## src/rtl/uart_pkg.sv

```systemverilog
// Shared UART definitions: FSM encoding, bit-timing helpers and line idle level.
// Macro UART_TX_PARITY_EN adds the PARITY state to the encoding.
package uart_pkg;

  localparam logic LINE_IDLE = 1'b1;

  typedef enum logic [2:0] {
    ST_IDLE   = 3'd0,
    ST_FETCH  = 3'd1,
    ST_LATCH  = 3'd2,
    ST_START  = 3'd3,
    ST_DATA   = 3'd4,
`ifdef UART_TX_PARITY_EN
    ST_PARITY = 3'd5,
`endif
    ST_STOP   = 3'd6
  } state_e;

  // Clock cycles per bit; integer division, the caller guarantees DIV >= 2.
  function automatic int calc_div(input longint clk_hz, input longint baud);
    return int'(clk_hz / baud);
  endfunction

  // Bits needed to count 0..n-1, never less than one.
  function automatic int cnt_width(input int n);
    return (n < 2) ? 1 : $clog2(n);
  endfunction

endpackage

```

## src/rtl/uart_baud_tick.sv

```systemverilog
// Free-running 0..DIV-1 bit-period counter with synchronous clear; tick_o marks the
// last cycle of each bit period. Shared between UART transmit and receive paths.
module uart_baud_tick
  import uart_pkg::*;
#(
  parameter int DIV   = 10,
  parameter int CNT_W = cnt_width(DIV)
) (
  input  logic             clk,
  input  logic             rst,
  input  logic             clr_i,
  output logic             tick_o,
  output logic [CNT_W-1:0] cnt_o
);

  localparam logic [CNT_W-1:0] LAST = CNT_W'(DIV - 1);

  logic [CNT_W-1:0] cnt_q, cnt_d;

  always_comb begin
    cnt_d = cnt_q + CNT_W'(1);
    if (clr_i || (cnt_q == LAST)) begin
      cnt_d = '0;
    end
  end

  always_ff @(posedge clk or posedge rst) begin
    if (rst) begin
      cnt_q <= '0;
    end else begin
      cnt_q <= cnt_d;
    end
  end

  assign tick_o = (cnt_q == LAST) && !clr_i;
  assign cnt_o  = cnt_q;

endmodule

```

## src/rtl/uart_tx_buffer_drain.sv

```systemverilog
// Pops words from the circular buffer (one-cycle registered read) and sends them as UART
// frames. Optional even parity via UART_TX_PARITY_EN. Buffer rstb is driven with ~rst.
module uart_tx_buffer_drain
  import uart_pkg::*;
#(
  parameter int DATA_WIDTH  = 8,
  parameter int CLK_FREQ_HZ = 50000000,
  parameter int BAUD_RATE   = 115200,
  parameter int STOP_BITS   = 1
) (
  input  logic                  clk,
  input  logic                  rst,
  input  logic                  enable,
  input  logic                  buf_empty,
  input  logic [DATA_WIDTH-1:0] buf_data,
  output logic                  buf_rd,
  output logic                  tx,
  output logic                  busy,
  output logic                  frame_done
);

  localparam int DIV   = calc_div(CLK_FREQ_HZ, BAUD_RATE);
  localparam int CNT_W = cnt_width(DIV);
  localparam int BIT_W = cnt_width(DATA_WIDTH);

  localparam logic [BIT_W-1:0] LAST_BIT  = BIT_W'(DATA_WIDTH - 1);
  localparam logic [BIT_W-1:0] LAST_STOP = BIT_W'(STOP_BITS - 1);
  localparam logic [CNT_W-1:0] PRE_LAST  = CNT_W'(DIV - 2);

  state_e                state_q, state_d;
  logic [DATA_WIDTH-1:0] shreg_q, shreg_d;
  logic [BIT_W-1:0]      bit_q, bit_d;
  logic                  tx_q, tx_d;
  logic                  rd_q, rd_d;
  logic                  busy_q, busy_d;
  logic                  done_q, done_d;
`ifdef UART_TX_PARITY_EN
  logic                  par_q, par_d;
`endif

  logic             baud_clr;
  logic             baud_tick;
  logic [CNT_W-1:0] baud_cnt;

  // Bit timing runs only once the word is latched; clearing in LATCH starts the start bit at 0.
  assign baud_clr = (state_q == ST_IDLE) || (state_q == ST_FETCH) || (state_q == ST_LATCH);

  uart_baud_tick #(
    .DIV   (DIV),
    .CNT_W (CNT_W)
  ) u_baud (
    .clk    (clk),
    .rst    (rst),
    .clr_i  (baud_clr),
    .tick_o (baud_tick),
    .cnt_o  (baud_cnt)
  );

  always_comb begin
    state_d = state_q;
    shreg_d = shreg_q;
    bit_d   = bit_q;
    tx_d    = tx_q;
    rd_d    = 1'b0;
    done_d  = 1'b0;
`ifdef UART_TX_PARITY_EN
    par_d   = par_q;
`endif
    case (state_q)
      ST_IDLE: begin
        tx_d = LINE_IDLE;
        if (enable && !buf_empty) begin
          rd_d    = 1'b1;
          state_d = ST_FETCH;
        end
      end
      ST_FETCH: state_d = ST_LATCH;
      ST_LATCH: begin
        shreg_d = buf_data;
`ifdef UART_TX_PARITY_EN
        par_d   = ^buf_data;
`endif
        tx_d    = 1'b0;
        bit_d   = '0;
        state_d = ST_START;
      end
      ST_START: begin
        if (baud_tick) begin
          tx_d    = shreg_q[0];
          shreg_d = shreg_q >> 1;
          state_d = ST_DATA;
        end
      end
      ST_DATA: begin
        // bit_q counts data bits already completed on the line.
        if (baud_tick) begin
          if (bit_q == LAST_BIT) begin
            bit_d = '0;
`ifdef UART_TX_PARITY_EN
            tx_d    = par_q;
            state_d = ST_PARITY;
`else
            tx_d    = LINE_IDLE;
            state_d = ST_STOP;
`endif
          end else begin
            bit_d   = bit_q + BIT_W'(1);
            tx_d    = shreg_q[0];
            shreg_d = shreg_q >> 1;
          end
        end
      end
`ifdef UART_TX_PARITY_EN
      ST_PARITY: begin
        if (baud_tick) begin
          tx_d    = LINE_IDLE;
          state_d = ST_STOP;
        end
      end
`endif
      ST_STOP: begin
        // Registered pulse lands on the final cycle of the last stop bit.
        done_d = (bit_q == LAST_STOP) && (baud_cnt == PRE_LAST);
        if (baud_tick) begin
          if (bit_q == LAST_STOP) begin
            bit_d   = '0;
            state_d = ST_IDLE;
          end else begin
            bit_d = bit_q + BIT_W'(1);
          end
        end
      end
      default: begin
        tx_d    = LINE_IDLE;
        state_d = ST_IDLE;
      end
    endcase
    busy_d = (state_d != ST_IDLE);
  end

  always_ff @(posedge clk or posedge rst) begin
    if (rst) begin
      state_q <= ST_IDLE;
      shreg_q <= '0;
      bit_q   <= '0;
      tx_q    <= LINE_IDLE;
      rd_q    <= 1'b0;
      busy_q  <= 1'b0;
      done_q  <= 1'b0;
`ifdef UART_TX_PARITY_EN
      par_q   <= 1'b0;
`endif
    end else begin
      state_q <= state_d;
      shreg_q <= shreg_d;
      bit_q   <= bit_d;
      tx_q    <= tx_d;
      rd_q    <= rd_d;
      busy_q  <= busy_d;
      done_q  <= done_d;
`ifdef UART_TX_PARITY_EN
      par_q   <= par_d;
`endif
    end
  end

  assign buf_rd     = rd_q;
  assign tx         = tx_q;
  assign busy       = busy_q;
  assign frame_done = done_q;

endmodule
```

## config.mk

```make
export PLATFORM = sky130hd
export DESIGN_NAME = uart_tx_buffer_drain
export DESIGN_NICKNAME = d
export VERILOG_FILES = /design/src/rtl/uart_pkg.sv /design/src/rtl/uart_baud_tick.sv /design/src/rtl/uart_tx_buffer_drain.sv
export SDC_FILE = /design/constraint.sdc
export NUM_CORES = 1
export LEC_CHECK = 0
export ABC_AREA = 1
export CAP_MARGIN = 30
export CORE_AREA = 2 2 54 56
export CTS_BUF_LIST = sky130_fd_sc_hd__clkbuf_8
export DETAILED_ROUTE_END_ITERATION = 7
export DIE_AREA = 0 0 56 58
export MAX_ROUTING_LAYER = met4
export PLACE_DENSITY_LB_ADDON = 0.05
export SYNTH_ARGS = -nofsm -noshare
export SYNTH_HDL_FRONTEND = slang
export SYNTH_HIERARCHICAL = 1
export SYNTH_SLANG_ARGS = --single-unit
```

## constraint.sdc

```tcl
create_clock -name clk -period 3.45 [get_ports clk]
set_input_delay 0.69 -clock clk [delete_from_list [all_inputs] [get_ports clk]]
set_output_delay 0.69 -clock clk [all_outputs]
set_load 0.01 [all_outputs]
```

# Word-level counts from Yosys, hierarchy flattened
# Cells that the tools add are included.
dict set report totals {
  wordCells 64
  inputBits 12
  out_inout_bits 4
  ff_bits 27
}
dict set report classes {
  addsub 2
  n_bitwise 1
  n_reduce_logical 17
  muxes 24
  n_eq_ne 12
}
# op count
set op_table {}
lappend op_table {{2-to-1 mux 3 bit} 10}
lappend op_table {{2-to-1 mux 8 bit} 3}
lappend op_table {{one-hot mux 8 bit (3 select lines)} 1}
lappend op_table {{== test 9 bit (second input constant)} 2}
lappend op_table {{one-hot mux 3 bit (6 select lines)} 1}
lappend op_table {{adder 9 x 1 -> 9 bit (second input constant)} 1}
lappend op_table {{== test 3 bit (second input constant)} 3}
lappend op_table {{2-to-1 mux 9 bit} 1}
lappend op_table {{one-hot mux 3 bit (3 select lines)} 1}
lappend op_table {{nonzero test 3 bit} 3}
lappend op_table {{inequality test 2 bit (second input constant)} 4}
lappend op_table {{== test 3 x 2 -> 1 bit (second input constant)} 2}
lappend op_table {{zero test 3 bit} 2}
lappend op_table {{2-to-1 mux 1 bit} 6}
lappend op_table {{AND reduction 3 bit} 2}
lappend op_table {{one-hot mux 1 bit (4 select lines)} 1}
lappend op_table {{AND reduction 4 bit} 1}
lappend op_table {{adder 3 x 1 -> 3 bit (second input constant)} 1}
lappend op_table {{== test 3 x 1 -> 1 bit (second input constant)} 1}
lappend op_table {{logical AND 1 bit} 3}
lappend op_table {{logical OR 1 bit} 3}
lappend op_table {{zero test 1 bit} 2}
lappend op_table {{OR reduction 2 bit} 1}
lappend op_table {{inverter 1 bit} 1}

# Logic depth before layout (Yosys ltp)
# Gate-level depths: netlist of run 1.
dict set report logic_depth {
  depth_word 8
  mapped_depth 12
}

# Hierarchy
# The synthesis of run 1 kept the hierarchy.
# mod instances seq_area_each_um2 area_each_um2 cells_per_inst
set modules_own_cells {}
lappend modules_own_cells {uart_tx_buffer_drain 1 451.7 1047.3 142}
lappend modules_own_cells {uart_baud_tick 1 225.2 511.7 69}

# Worst setup path before layout of run 1
# Ideal clock, no wire load.
dict set report synth_path {
  path_kind {register -> register}
  start {reg u_baud.cnt_q[0], in the netlist u_baud/cnt_o[0]}
  end {reg busy_q, in the netlist busy}
  setup_time_ns 0.120
  t_required_ns 3.330
  arrival_ns 1.546
  setup_slack_ns 1.784
  path_stages_with_launch 11
  path_cell_list {dfrtp_1 -> ha_1 -> nand2_1 -> nor2_1 -> nand2_1 -> nor2_1 -> inv_1 -> o21ai_0 -> nand2_1 -> nor2_1 -> nand2_1}
}
dict set report synth_between {
  elab_chain_len 5
  word_cells_on_any_way 7
  classes_between {1 x eq/ne; 4 x mux; 2 x reduce/logical}
}
# item line
set synth_lines {}
lappend synth_lines {{from (decl)} uart_baud_tick.sv:18} ;# logic [CNT_W-1:0] cnt_q, cnt_d;
lappend synth_lines {{from (signal assigned)} uart_baud_tick.sv:31} ;# cnt_q <= cnt_d;
lappend synth_lines {{== test 9 bit *} uart_baud_tick.sv:35} ;# assign tick_o = (cnt_q == LAST) && !clr_i;
lappend synth_lines {{logical AND 1 bit *} uart_baud_tick.sv:35}
lappend synth_lines {{named net baud_tick} uart_tx_buffer_drain.sv:42} ;# logic baud_tick;
lappend synth_lines {{2-to-1 mux 3 bit, on equally long branches} {uart_tx_buffer_drain.sv:124, uart_tx_buffer_drain.sv:88, uart_tx_buffer_drain.sv:96}}
lappend synth_lines {{one-hot mux 3 bit (6 select lines) *} uart_tx_buffer_drain.sv:69} ;# case (state_q)
lappend synth_lines {{nonzero test 3 bit *} uart_tx_buffer_drain.sv:138} ;# busy_d = (state_d != ST_IDLE);
lappend synth_lines {{named net busy_d} uart_tx_buffer_drain.sv:35} ;# logic busy_q, busy_d;
lappend synth_lines {{to (signal assigned)} uart_tx_buffer_drain.sv:159} ;# busy_q <= busy_d;
lappend synth_lines {{to (decl)} uart_tx_buffer_drain.sv:35}
# The timed path passes the listed nets; every way through them passes the cells marked *.
# A chain may end at the register's enable or synchronous reset.

# Worst setup path in the final report of run 1
dict set report layout_path {
  start {reg tx_q, in the netlist tx}
  end {out tx}
}
# item line
set layout_rtl {}
lappend layout_rtl {{from (decl)} uart_tx_buffer_drain.sv:33} ;# logic tx_q, tx_d;
lappend layout_rtl {{from (signal assigned)} uart_tx_buffer_drain.sv:157} ;# tx_q <= tx_d;
lappend layout_rtl {{to (decl)} uart_tx_buffer_drain.sv:17} ;# output logic tx,
# No word-level cell between the ends.

==> flow_metrics.tcl, run 1 <==
set metrics [dict create \
    fin_ws_ns 1.42 \
    numCtsBuffers 3 \
    crit_type "flip-flop to output port" \
    place_area_sq_um 1740 \
    cts_setup_buffers 0 \
    die-area_sq_um 3250 \
    hold_viol 0 \
    routed_wl_mm 3.11 \
    use_met1_pct 27.4 \
    cts.sinks 27 \
    grt_pass1_vias 1334 \
    cpPeakStageDelay_ns 0.54 \
    cts_tree "built" \
    synth.area.top_cells "dfrtp_1 (42%), nand2_1 (19%), nand3_1 (7.7%)" \
    cellPowerDensity_nw_per_um2 299 \
    min_from "shreg_q[7]" \
    final_area_sq_um 1790 \
    path_buf_inv 1 \
    gp_congestion 0.937 \
    crit_chain "clkdlybuf4s50_1" \
    synth.most_common_cell "nand2_1" \
    cp_data_required_time_ns 2.76 \
    first_iter_violations 62 \
    synth_enable_flop_cells 0 \
    dp_worst_setup_slack_ns 1.55 \
    status "finished clean" \
    tightest_slew_ns 0.700 \
    rsz0062_at_grt "false" \
    dieHeight_um 58 \
    period_minus_slack_ns 2.03 \
    grt_max_degree 19 \
    num_rows 19 \
    max-vdd-ir-drop_mv 0.269 \
    setup_viol 0 \
    ant_nets 0 \
    synth_top_area_share_pct 41.7 \
    yosys_register_bits 27 \
    critPathCaptureType "output port" \
    clockRootBuffer "clkbuf_8" \
    ctsLongestPathBuffers 2 \
    syn_to_final_growth_pct 14.8 \
    cts.repair.resized 0 \
    fin_tns_setup_ns 0 \
    ios 16 \
    r2r_cells 10 \
    io_buffers 15 \
    yosys-top-cells-count "nand2_1 (77), dfrtp_1 (26), nor2_1 (25)" \
    syn_area_sq_um 1560 \
    whs_endpoint "shreg_q[7]" \
    fmax_mhz 492 \
    r2r_slack_ns 1.55 \
    critPathTopFamily "flip-flops" \
    clk_latency_ns 0.27 \
    routedWlPerCell_um 12.0 \
    syn_inst 211 \
    critPathSlowestCell "dfstp_2" \
    fin_crit_sh_pct 58.9 \
    core_sq_um 2660 \
    h-tree-depth 1 \
    crit_start "tx" \
    yosys_warnings 6 \
    dpl.hpwl_mm 2.36 \
    ys_types 24 \
    p_total_w 0.000535 \
    grt_overflow 0 \
    critPathMaxFanout 2 \
    slew_violations 0 \
    slew_headroom_pct 53.3 \
    synth_top_flop_cell "dfrtp_1" \
    startpoint_type "flip-flop" \
    netlist.top_cell.by_area "dfrtp_1" \
    drc 0 \
    fin_nets 247 \
    r2r-end "busy" \
    r2r-start "u_baud/cnt_o[0]" \
    hp-class "flip-flop to flip-flop" \
    start_util_pct 58.6 \
    ys_seq_area_share_pct 43.4 \
    drv_cap 0 \
    drtPass1Iterations 4 \
    vias 1337 \
    synthArstFlopShare_pct 100 \
    path_clk_slew_ns 0.09 \
    postCtsHoldBufs 0 \
    layout-drive-gt1-share_pct 10.0 \
    p_leak_nw 0.979 \
    hold_depth 2 \
    diodes 0 \
    synth_nets 228 \
    die_x_um 56 \
    grt_pass1_wl_mm 5.47 \
    avgSynthCellArea_sq_um 7.39 \
    arrival_ns 1.34 \
    track_usage_pct 22.1 \
    grtUsageMet2_pct 36.1 \
    via_per_inst 5.14 \
    skew_ns 0.00251 \
    grt_busiest_layer "met2" \
    antenna_found_initial 0 \
    gr-usage-met3_pct 2.46 \
]
## layer usage
metal  routed length, um  part of all wire (%)
met5                   0                     0
met4                  74                   2.4
met3                 106                   3.4
met2                1550                    50
met1                1380                    44
## registers in the layout, summed over array words and instances (netlist names)
signal and count:
busy 1, state_q 3, shreg_q 8, buf_rd 1, u_baud/cnt_o 9, tx 1
bit_q 3, frame_done 1
## cell type report
type,instances,area [sq um]
flip-flops and latches,27,677
inverters,28,105
clock buffers,3,41.3
multi-input cells,155,769
fillers,218,873
well taps,31,38.8
clock inverters,1,7.51
repair buffers,15,150
## where the power goes
| group | total (W) | switching (W) | internal [W] |
|---|---|---|---|
| sequential | 0.000324 | 0.00000249 | 0.000321 |
| combinational | 0.0000276 | 0.0000126 | 0.0000150 |
| clock | 0.000183 | 0.000101 | 0.0000821 |
## worst max-delay path by stage
stage | depth (start not counted) | slack [ns] | end
2_1_floorplan | 10 | 1.78 | busy
3_3_place_gp | 10 | 1.68 | busy
3_5_place_dp | 10 | 1.55 | busy
4_1_cts | 1 | 1.41 | tx
5_1_grt | 10 | 1.28 | busy
6_report | 1 | 1.42 | tx
## metrics by stage
| stage | hold WS (ns) | util [%] | cells |
|---|---|---|---|
| finish | 0.482 | 67.2 | 260 |
| detailed placement | 0.459 | 65.4 | 256 |
| CTS | 0.482 | 67.2 | 260 |
| global route | 0.515 | 67.2 | 260 |
| floorplan | 0.442 | - | 211 |
| global placement | 0.459 | 65.4 | 256 |
## layout by cell type, fill, tap and decap left out, drive strengths merged
cell            n
nor2           29
nand4           1
clkinvlp        1
inv            28
clkdlybuf4s50  15
nor3            2
dfstp           1
nand2          82
xnor2           2
xor2            1
nand3          27
dfrtp          26
a21oi           2
clkbuf          3
ha              5
o21ai           4
## kinds of logic after synthesis
group / count (synthesis) / share of synthesized area, %
adder cells (fa/ha/maj): 5 / 4.01
AO/OA/AOI/OAI: 6 / 2.17
XOR/XNOR: 3 / 1.69
flip-flops: 27 / 43.4
buffers and inverters: 29 / 7.22
AND/OR/NAND/NOR: 141 / 41.5
Note: power is estimated with default switching activity, not from simulation.
==> inputs of run 2 (changes only) <==
- CORE_AREA: 2 2 54 56 -> 2 2 58 60
- DIE_AREA: 0 0 56 58 -> 0 0 60 62
- clock period: 3.45 -> 1.8 ns (I/O delays scaled with it)
==> flow_metrics.tcl, run 2 (same netlist as run 1, synthesis figures left out) <==
set metrics [dict create \
    gp_congestion 0.952 \
    tightest_slew_ns 0.359 \
    startpoint_type "flip-flop" \
    antenna_found_initial 0 \
    ios 16 \
    drc 0 \
    critPathCaptureType "output port" \
    max-vdd-ir-drop_mv 0.305 \
    wl_met3_um 101 \
    grt_max_degree 19 \
    cts.sinks 27 \
    hp-class "input pin to async pin" \
    p_leak_nw 0.998 \
    core_sq_um 3180 \
    final_cell_mix "nand2_1 (76), dfrtp_1 (26), inv_1 (23), nand3_1 (23), nor2_1 (22)" \
    highest-signal-layer "met4" \
    cp_data_required_time_ns 1.44 \
    crit_chain "clkdlybuf4s50_1" \
    die-area_sq_um 3720 \
    nFillCells 292 \
    cpPeakStageDelay_ns 0.54 \
    slew_violations 0 \
    arrival_ns 1.34 \
    grt_overflow 0 \
    wl_met2_mm 1.50 \
    grt_pass1_vias 1305 \
    dpl.hpwl_mm 2.37 \
    drv_cap 0 \
    fin_ws_ns 0.102 \
    h-tree-depth 1 \
    io_buffers 15 \
    wl_met1_mm 1.45 \
    routedWlPerCell_um 11.1 \
    drtPass1Iterations 4 \
    fin_crit_sh_pct 94.3 \
    path_clk_slew_ns 0.10 \
    num_rows 21 \
    start_util_pct 49.0 \
    largest_register_ffs 9 \
    numCtsBuffers 3 \
    clk_latency_ns 0.28 \
    dp_worst_setup_slack_ns 0.0148 \
    critPathTopFamily "flip-flops" \
    period_minus_slack_ns 1.70 \
    hold_viol 0 \
    cellPowerDensity_nw_per_um2 556 \
    routed_wl_mm 3.10 \
    dieHeight_um 62 \
    setup_viol 0 \
    status "finished clean" \
    crit_type "flip-flop to output port" \
    layout_commonest_cell "nand2_1" \
    cts_tree "built" \
    diodes 0 \
    via_per_inst 4.88 \
    fin_nets 251 \
    postCtsHoldBufs 0 \
    vias 1361 \
    ctsLongestPathBuffers 2 \
    syn_to_final_growth_pct 19.1 \
    critPathMaxFanout 2 \
    slew_headroom_pct 76.0 \
    path_buf_inv 1 \
    ant_nets 0 \
    grt_pass1_wl_mm 5.48 \
    clockRootBuffer "clkbuf_8" \
    track_usage_pct 20.1 \
    finish.utilization_pct 58.4 \
    die_x_um 60 \
    layout-drive-gt1-share_pct 14.2 \
    fmax_mhz 589 \
    skew_ns 0.00337 \
    critPathSlowestCell "dfstp_2" \
    first_iter_violations 106 \
]
run 2: layout make-up:
type	instances	area (sq um)	area share, %
Clock inverter	1	7.51	0.404
Inverter	28	105	5.66
Timing Repair Buffer	19	180	9.70
Sequential cell	27	677	36.5
Clock buffer	3	41.3	2.22
Tap cell	46	57.6	3.10
Multi-Input combinational cell	155	788	42.5
run 2: worst paths after layout:
check,slack [ns],endpoint,start,cells after the start
worst min register to register,0.49,shreg_q[7],shreg_q[7],2
min in group clk,0.49,shreg_q[7],shreg_q[7],2
worst max register to register,0.18,busy,u_baud/cnt_o[1],12
worst min-delay path,0.37,u_baud/cnt_o[1],rst,2
worst max-delay path,0.10,tx,tx,1
max in group asynchronous,1.12,tx,rst,3
run 2: report_power, final:
part	total, W	switching (W)	internal (W)
Combinational	0.0000550	0.0000247	0.0000302
Clock	0.000357	0.000199	0.000157
Sequential	0.000620	0.00000466	0.000615
run 2: stage by stage:
| step | hold WS [ns] | setup TNS, ns | instance area [sq um] | instances | power [W] |
|---|---|---|---|---|---|
| 3_5_place_dp | 0.469 | 0 | 1790 | 275 | 0.000688 |
| 2_1_floorplan | 0.188 | 0 | 1560 | 211 | 0.000655 |
| 6_report | 0.369 | 0 | 1860 | 279 | 0.00103 |
| 5_1_grt | 0.403 | -0.00504 | 1860 | 279 | 0.00109 |
| 3_3_place_gp | 0.461 | 0 | 1790 | 275 | 0.000686 |
| 4_1_cts | 0.378 | 0 | 1840 | 279 | 0.00105 |
run 2: timing repair:
item | CTS | global route
buffers inserted | 0 | 0
setup endpoints to repair | 1 | 15
resized for setup | 1 | 6
pin swaps | 0 | 1
run 2: per-layer routing:
layer	vias up	track usage [%]
li1	701	-
met1	619	24.8
met2	35	33.5
met3	6	2.69
met4	0	7.94
met5	-	-
==> edit (settings of run 2) <==
Put one more register stage on the output `tx`, with the module's reset. The value now appears one clock later. The other outputs are not delayed to match.
--- a/src/rtl/uart_tx_buffer_drain.sv
+++ b/src/rtl/uart_tx_buffer_drain.sv
@@ -167,3 +167,9 @@
   assign buf_rd     = rd_q;
-  assign tx         = tx_q;
+  always_ff @(posedge clk or posedge rst) begin
+    if (rst) begin
+      tx <= '0;
+    end else begin
+      tx <= tx_q;
+    end
+  end
   assign busy       = busy_q;
Check against the original RTL: not equivalent (a bounded check fails within 4 cycles, from zero or initial values and one cycle with rst high).
==> edit against run 2 <==
- wire length increased by 2.2%
- largest power group unchanged
- count of clock-buffer cells in the layout unchanged
- synthesized area increased by 9.0%
- first-iteration DRC count decreased by 48%
- setup slack improved by 0.043 ns
- combinational power increased by 9.5%
- clock power increased by 38%
- sequential power increased by 3.5%
- sequential cell count increased by 1
- register-to-register slack got worse by 0.03 ns
- total power increased by 16%
- cell area increased by 8.4%
==> edit: results (changes against run 2) <==
Setup path
  – Max stage delay cell, worst path: dfrtp_1
  – R2r setup slk: 0.15 ns (-0.03 ns)
  – Critical path arrival: 1.82 ns (+0.48 ns)
  – Worst-path maximum fanout: 4 (+2)
  – R2R depth: 11 (-1)
  – Delay-heaviest family, CP: simple AND/OR/NAND/NOR gates
  – End point of the critical path: busy$_DFF_PP0_
  – CP peak stage delay: 0.42 ns (-0.12 ns)

Cells and area
  – Signal buf overhead: 10.44% (+0.74 points)
  – Nets: 258 (+2.8%)
  – Filler instances: 282 (-3.4%)
  – Clock-cell share: 3.543% (+0.91 points)
  – Bufs w/o clock: 23 (+4)
  – Inverters: 27 (-3.6%)
  – Share of cells above drive strength 1: 21.67% (+7.5 points)
  – Multi-Input Combinational: 158 (+1.9%)
  – Storage element area: 701.9 µm² (+3.7%)
  – Multi-input combinational area share: 42.51% (+0.058 points)

Power
  – Clk. pwr: 0.494 mW (+38%)
  – Reg power frac: 53.7% (-6.4 points)
  – Net switching power: 0.2290 mW (+0.11%)
  – Leak: 1.044 nW (+4.6%)
  – Peak VDD IR: 0.2611 mV (-14%)

GRT
  – GRT Total Usage: 19.49% (-0.64 points)
  – Met3 usage: 2.484% (-0.21 points)
  – Vias in the first global route: 1,194 (-8.5%)
  – Met2 Track Usage GR: 32.45% (-1.1 points)
  – Largest net degree at the start of global routing: 20 (+1)
  – First-pass GRT wire length: 5.347 mm (-2.4%)
  – GRT met1 Usage: 24.97% (+0.13 points)

Outcome
  – Outcome: finished clean

Timing
  – Final Skew: 0.003635 ns (+0.0002630 ns)
  – Slew margin rel.: 77.37% (+1.4 points)
  – Peak Freq: 604.4 MHz (+2.6%)

Detailed routing
  – Met3 WL post-DR: 54 µm (-47%)
  – Routed length on met1: 1.450 mm (+0.21%)
  – Wire length on met2: 1.629 mm (+8.3%)
  – Routed length per placed instance: 11.08 µm (-0.31%)
  – Drt pass-1 iters: 4 (unchanged)
  – DR iter-0 viols: 55 (-48%)
  – Routed via count: 1,343 (-1.3%)

Synth
  – Ranking of synthesized cells by area: dfrtp_1 (40%), nand2_1 (15%), nand3_1 (5.3%)
  – Mapped Nets: 233 (+2.2%)
  – Sequential fraction of the synthesis area: 41.31% (-2.1 points)
  – Post-synth top cells: nand2_1 (70), dfrtp_1 (27), nor2_1 (21)
  – Netlist cell types: 28 (+17%)

Place
  – DPL Wire Length: 2.378 mm (+0.38%)
  – Place WS: 0.1179 ns (+0.1031 ns)
  – RePlAce Congestion: 0.9020 (-5.3%)

Clock network
  – Clock sinks: 28 (+3.7%)
  – CTS root buffer: clkbuf_8

Worst hold path
  – Worst hold path class: in2async
## edit: cell types whose count changed in the layout (fill, tap and decap cells not counted), moves of 3 or more
cell	delta
nand2_2	+12
nand3_1	-5
nand2_1	-7
o21ai_1	+4
inv_1	-3
buf_4	+4
## edit: worst min path at each step
stage / from / slack [ns] / end / depth (start not counted)
floorplan: rst / 0.19 / u_baud/cnt_o[0]$_DFF_PP0_ / 1
global placement: tx_q$_DFFE_PP1P_ / 0.39 / tx$_DFF_PP0_ / 0
detailed placement: tx_q$_DFFE_PP1P_ / 0.39 / tx$_DFF_PP0_ / 0
CTS: rst / 0.40 / u_baud/cnt_o[7]$_DFF_PP0_ / 2
global route: tx_q$_DFFE_PP1P_ / 0.41 / tx$_DFF_PP0_ / 0
finish: rst / 0.39 / u_baud/cnt_o[2]$_DFF_PP0_ / 2
## edit: what timing repair did
action	in CTS	in global routing
setup buffers	0	2
gates resized for setup	0	3
endpoints found under the setup margin	0	7
hold buffers	0	0
## edit: metrics by stage
stage	util (%)	power, mW	setup TNS, ns	area [µm²]	std cells
after global placement	60.33	0.7147	0	1918	280
final	63.32	1.196	0	2013	286
after floorplan	-	0.6827	0	1699	216
after detailed placement	60.33	0.7163	0	1918	280
after global routing	63.32	1.249	-0.008183	2013	286
after CTS	62.57	1.218	0	1989	284
## edit: cells by family (layout without fill, tap and decap cells)
| logic type | after synthesis | in the layout | synth area share (%) |
|---|---|---|---|
| simple gates | 140 | 140 | 41.24 |
| buf+inv | 30 | 54 | 8.836 |
| flops | 28 | 28 | 41.31 |
| compound gates | 10 | 10 | 3.388 |
| fa+ha+maj | 5 | 5 | 3.682 |
| xor+xnor | 3 | 3 | 1.547 |
